===== config.mk =====
export PLATFORM = sky130hd
export DESIGN_NAME = imem_loader
export DESIGN_NICKNAME = d
export VERILOG_FILES = /design/src/rtl/imem_loader.sv
export SDC_FILE = /design/constraint.sdc
export NUM_CORES = 1
export LEC_CHECK = 0
export CORE_MARGIN = 2
export CORE_UTILIZATION = 45
export CTS_CLUSTER_DIAMETER = 200
export DETAILED_ROUTE_END_ITERATION = 6
export GPL_TIMING_DRIVEN = 0
export PLACE_DENSITY_LB_ADDON = 0.12
export REMOVE_ABC_BUFFERS = 1
export SLEW_MARGIN = 20
export SYNTH_ARGS = -nofsm -noshare
export SYNTH_HDL_FRONTEND = slang
export SYNTH_SLANG_ARGS = --single-unit

===== constraint.sdc =====
create_clock -name clk -period 3.95 [get_ports clk]
set_input_delay 0.79 -clock clk [delete_from_list [all_inputs] [get_ports clk]]
set_output_delay 0.79 -clock clk [all_outputs]
set_load 0.01 [all_outputs]

===== src/rtl/imem_loader.sv =====
// Loads a length-prefixed little-endian byte stream into instruction memory and holds the core in reset until it is loaded.
// Optional checksum stage after the last word: define IMEM_LOADER_CHECKSUM_EN.
`timescale 1ns/1ps

module imem_loader #(
  parameter int unsigned ADDR_WIDTH = 10,
  parameter logic [31:0] BASE_ADDR  = 32'h0000_0000
) (
  input  logic        clk,
  input  logic        reset_n,
  input  logic        start,
  input  logic [7:0]  rx_data,
  input  logic        rx_valid,
  output logic        rx_ready,
  output logic        imem_we,
  output logic [31:0] imem_addr,
  output logic [31:0] imem_wdata,
  output logic        core_reset,
  output logic        busy,
  output logic        done,
  output logic        error
);

  typedef enum logic [2:0] {
    IDLE,
    LEN,
    DATA,
    WRITE,
`ifdef IMEM_LOADER_CHECKSUM_EN
    CHECK,
`endif
    DONE,
    ERR
  } state_t;

  localparam logic [32:0] CAPACITY = 33'(1) << ADDR_WIDTH;

  state_t              state;
  logic [1:0]          byte_cnt;
  logic [ADDR_WIDTH:0] idx;
  logic [31:0]         count;
  logic [23:0]         wbuf;
`ifdef IMEM_LOADER_CHECKSUM_EN
  logic [7:0]          csum;
`endif

  logic        accept;
  logic [31:0] len_word;
  logic [31:0] idx_next;

  always_comb begin
    rx_ready = (state == LEN) || (state == DATA);
`ifdef IMEM_LOADER_CHECKSUM_EN
    if (state == CHECK) rx_ready = 1'b1;
`endif
  end

  assign accept   = rx_valid && rx_ready;
  assign len_word = {rx_data, count[31:8]};
  assign idx_next = 32'(idx) + 32'd1;

  always_ff @(posedge clk) begin
    if (!reset_n) begin
      state      <= IDLE;
      byte_cnt   <= '0;
      idx        <= '0;
      count      <= '0;
      wbuf       <= '0;
`ifdef IMEM_LOADER_CHECKSUM_EN
      csum       <= '0;
`endif
      imem_we    <= 1'b0;
      imem_addr  <= '0;
      imem_wdata <= '0;
      core_reset <= 1'b1;
      busy       <= 1'b0;
      done       <= 1'b0;
      error      <= 1'b0;
    end else begin
      case (state)
        IDLE, DONE, ERR: begin
          if (start) begin
            state      <= LEN;
            byte_cnt   <= '0;
            idx        <= '0;
            count      <= '0;
`ifdef IMEM_LOADER_CHECKSUM_EN
            csum       <= '0;
`endif
            core_reset <= 1'b1;
            busy       <= 1'b1;
            done       <= 1'b0;
            error      <= 1'b0;
          end
        end

        LEN: begin
          if (accept) begin
            count    <= len_word;
            byte_cnt <= byte_cnt + 2'd1;
            if (byte_cnt == 2'd3) begin
              // Equal to capacity is legal because idx carries one extra bit.
              if (len_word == 32'd0) begin
`ifdef IMEM_LOADER_CHECKSUM_EN
                state      <= CHECK;
`else
                state      <= DONE;
                done       <= 1'b1;
                core_reset <= 1'b0;
                busy       <= 1'b0;
`endif
              end else if ({1'b0, len_word} > CAPACITY) begin
                state <= ERR;
                error <= 1'b1;
                busy  <= 1'b0;
              end else begin
                state <= DATA;
              end
            end
          end
        end

        DATA: begin
          if (accept) begin
            wbuf     <= {rx_data, wbuf[23:8]};
            byte_cnt <= byte_cnt + 2'd1;
`ifdef IMEM_LOADER_CHECKSUM_EN
            csum     <= csum ^ rx_data;
`endif
            if (byte_cnt == 2'd3) begin
              state      <= WRITE;
              imem_we    <= 1'b1;
              imem_addr  <= BASE_ADDR + 32'({idx, 2'b00});
              imem_wdata <= {rx_data, wbuf};
            end
          end
        end

        WRITE: begin
          imem_we <= 1'b0;
          idx     <= idx + 1'b1;
          if (idx_next == count) begin
`ifdef IMEM_LOADER_CHECKSUM_EN
            state      <= CHECK;
`else
            state      <= DONE;
            done       <= 1'b1;
            core_reset <= 1'b0;
            busy       <= 1'b0;
`endif
          end else begin
            state <= DATA;
          end
        end

`ifdef IMEM_LOADER_CHECKSUM_EN
        CHECK: begin
          if (accept) begin
            busy <= 1'b0;
            if (rx_data == csum) begin
              state      <= DONE;
              done       <= 1'b1;
              core_reset <= 1'b0;
            end else begin
              state <= ERR;
              error <= 1'b1;
            end
          end
        end
`endif

        default: state <= IDLE;
      endcase
    end
  end

endmodule


==> metrics list <==
- The placed instances occupy a cell area of 0.005602 mm².
- Sinks on the clock net: 120
- After clock tree synthesis, the clock-pin slew on the worst setup and hold paths is 0.06 ns.
- Count of cells along the worst register-to-register path: 7
- Clock period minus final worst setup slack: 2.980 ns
* Largest buffer count on any clock path: 2
- Global routing used 20.08% of the available tracks across all layers.
* Beginning of the worst hold path: imem_addr[7]
- Buffers inserted during clock tree synthesis total 17.
- Global-route wire length before repair: 18910 µm
* Instance count of the mapped netlist: 628
* Peak per-stage delay on the critical path: 0.74 ns
- Final Instance Area: 0.006225 mm²
* Timing-limited maximum frequency: 335.6 MHz
- Setup total negative slack on the finished layout was measured at 0 ns.
- During synthesis, Yosys emitted a total of 0 warnings.
* Fraction of synthesized cell area taken by the top area cell type: 47.94%
- Between clock sinks in the finished design, the worst skew comes to 0.005315 ns.
* Fill count: 1013
- Effective utilization at floorplan: 46.23%
* Overall via count from detail_route: 4370
- TritonCTS built the clock tree.
- For this run, the detailed router's first-pass iteration total came to 5.
- Walking the worst path, the cells encountered are xnor2_1 -> nor2_1 -> clkdlybuf4s50_1.
- The number of pins exceeding their max-slew limit in the final report came to 0.
* Clock latency on the worst-skew pair: 0.52 ns
- Number of antenna violations at the first check in global routing: 0
* Setup Fix Bufs, Post-CTS: 0
- Hold buffer count at CTS: 0
- Startpoint of the worst register-to-register path: idx[0]
* Final routed wire length divided by cell count: 13.74 µm
- Min-Delay Endpoint: imem_addr[7]
- The number of hold violations in the final report is 0.
- Entering global routing, the biggest net connects 95 pins.
* Hold Path Depth: 2
- Leakage Power: 0.002156 µW
- The critical path is of the reg -> out type.
* Max layer used: met4
- The run finished with clean final reports.
- After synthesis, the netlist uses 44 different library cells.
- Clk root buf: clkbuf_8
* H-Tree Depth: 4
* Gates resized, CTS repair: 0
* Mapped Area: 0.005011 mm²
* Violation count after the first detailed-route iteration: 221
- Setup Viol. Count Final: 0
- HPWL after DPL: 7305 µm
- Yosys instantiated no cell more often than nand2_1.
* Antenna-violating nets left: 0
* Critical register-to-register path endpoint: busy
* Number of synthesized flops with an enable pin: 0
* Peak supply drop: 360.8 µV
* Number of maximum-capacitance constraint violations: 0
- The number of global-route vias before repair was 4084.
- Power density of the placed cells: 472.3 mW/mm²
* Detail Route met3 WL: 626 µm
* Post-synth top area cell: dfxtp_1
- Worst max-slew margin expressed relative to the limit: 32.49%
- In the final layout, the multi-input gates occupy 0.002326 mm².
- In the detailed route, the total length drawn on met2 is 5390 µm.
- Top cells by area, synth: dfxtp_1 (48%), nand2_1 (12%), a21oi_1 (8.4%), a22oi_1 (5.2%), nor2_1 (4.3%)
- Relative to the synthesized area, the layout overhead comes to 24.22%.
- Master of the slowest instance on the critical path: dfxtp_1
- Routability-driven placement finished with a final weighted congestion of 0.8341.
- In this run the vertical extent of the chip is 109.5 µm.
- The floorplan has 38 rows.
- In the routed layout, each cell is associated on average with a via count of 5.329.
- For flop-to-flop paths, the worst setup slack is 1.28 ns.
- The core region is 0.01084 mm².
- STA puts the critical path data arrival time at 2.19 ns.
- Register area share after synthesis: 47.94%
- Sequential cell area: 0.002402 mm²
- Average footprint of a synthesized cell: 7.979 µm²
- Transition at the pin with the smallest max-transition slack: 1.013 ns
- Remaining global-route overflow: 0
* Number of register bits inferred by synthesis: 120
* Aggregate routed wire length: 11270 µm
* Critical path peak fanout: 21
- Routed length on met1: 5099 µm
* Final cycle utilization of the critical path: 75.43%
* Endpoint type of the worst setup path: output pin
- Worst min path class: reg -> reg
* Net count reported at finish: 681
- In this run the tool buffered the top-level ports with 60 buffer cells.
* DRC violations left: 0
- Sorting the synthesized cells by how often they occur yields nand2_1 (154), dfxtp_1 (120), a21oi_1 (84).
* Share of layout cells above drive strength 1: 6.618%
- Boundary pin count: 82
- Setup repair after global routing left no endpoint under its margin.
* Most used flip-flop cell after synthesis: dfxtp_1
* Required @ worst endpoint: 3.16 ns
- The floorplan step defined a die boundary enclosing 0.01200 mm².
* Launching element type of the critical path: flip-flop
- The die is 109.5 µm wide.
- The number of antenna diodes in the final layout is 0.
- After synthesis, the share of flip-flops with an asynchronous set or reset is 0%.
==> worst max path at each step <==
stage	from	end	slack, ns	cells past startpoint
after CTS	state[1]	rx_ready	0.96	3
after floorplan	reset_n	state[0]	0.74	2
final	state[1]	rx_ready	0.97	3
after detailed placement	rx_data[0]	state[1]	1.00	6
after global routing	state[1]	rx_ready	0.81	3
after global placement	reset_n	state[0]	-1.18	3
==> layer usage <==
| layer | vias up | track usage, % |
|---|---|---|
| met5 | - | 0 |
| met4 | 0 | 7.957 |
| met3 | 11 | 6.520 |
| met2 | 126 | 32.28 |
| met1 | 2055 | 24.93 |
| li1 | 2178 | - |
==> sequential cells by signal, indices dropped and copies added (netlist names) <==
| signal | cells |
|---|---|
| idx | 11 |
| imem_we | 1 |
| core_reset | 1 |
| imem_wdata | 32 |
| done | 1 |
| imem_addr | 11 |
| state | 3 |
| busy | 1 |
| count | 32 |
| wbuf | 24 |
| byte_cnt | 2 |
| error | 1 |
==> placed cells by master (no fill, tap or decap), types with 2 or more instances in the layout <==
master,instances
clkinv_2,3
xnor2_1,15
inv_1,4
clkinvlp_4,2
clkbuf_16,16
dfxtp_1,120
nand3_1,13
buf_16,2
and3_1,3
a21oi_1,84
nor4_1,14
and2_1,3
bufinv_16,4
o21ai_0,16
nor3_1,5
a211oi_1,3
a22oi_1,35
conb_1,21
clkdlybuf4s50_1,60
nand3_2,2
nor2b_1,3
inv_6,4
nand2b_1,3
a211o_1,2
clkbuf_8,2
clkinv_4,2
nor2_1,57
xor2_1,3
ha_1,2
nand4_1,2
a21boi_0,3
nand2_1,154
==> where the power goes <==
group | total, µW | leakage [µW] | switching [µW] | internal (µW)
registers | 1220 | 0.000968 | 6.34 | 1220
logic | 106 | 0.000886 | 73.2 | 32.9
clock network | 1610 | 0.000302 | 564 | 1050
==> metrics by stage <==
step                      utilization, %  hold slack (ns)  setup slack, ns  cells  total power (µW)
after floorplan                        -           0.4321           0.7413    585              1310
after global placement             50.88           0.4408           -1.178    785              1352
after detailed placement           51.67           0.4470            1.002    788              1357
after CTS                          57.41           0.4546           0.9633    820              2973
after global routing               57.42           0.4705           0.8072    820              3050
final                              57.42           0.4500           0.9705    820              2940
==> layout make-up <==
class | instances | share of cell area (%)
sequential | 120 | 38.59
multi-input combinational | 460 | 37.37
timing repair buffer | 63 | 10.85
clock buffer | 18 | 6.874
clock inverter | 14 | 3.116
tap | 140 | 2.814
inverter | 5 | 0.3819
==> cells by family after synthesis <==
group                      synth area share [%]
DFF                                       47.94
other                                   0.07483
AOI/OAI and AO/OA                         17.95
xor gates and xnor gates                  3.146
adders and majority gates                0.4993
and+or+nand+nor                           23.10
buffers and inverters                     7.290
==> critical path: cells and delay by family, from the launching register on <==
family	cells	cell delay [ns]
buf+inv	1	0.58
xor+xnor	1	0.12
simple gates	1	0.22
flops	1	0.74
No activity file was read; power rests on OpenSTA's default activity.
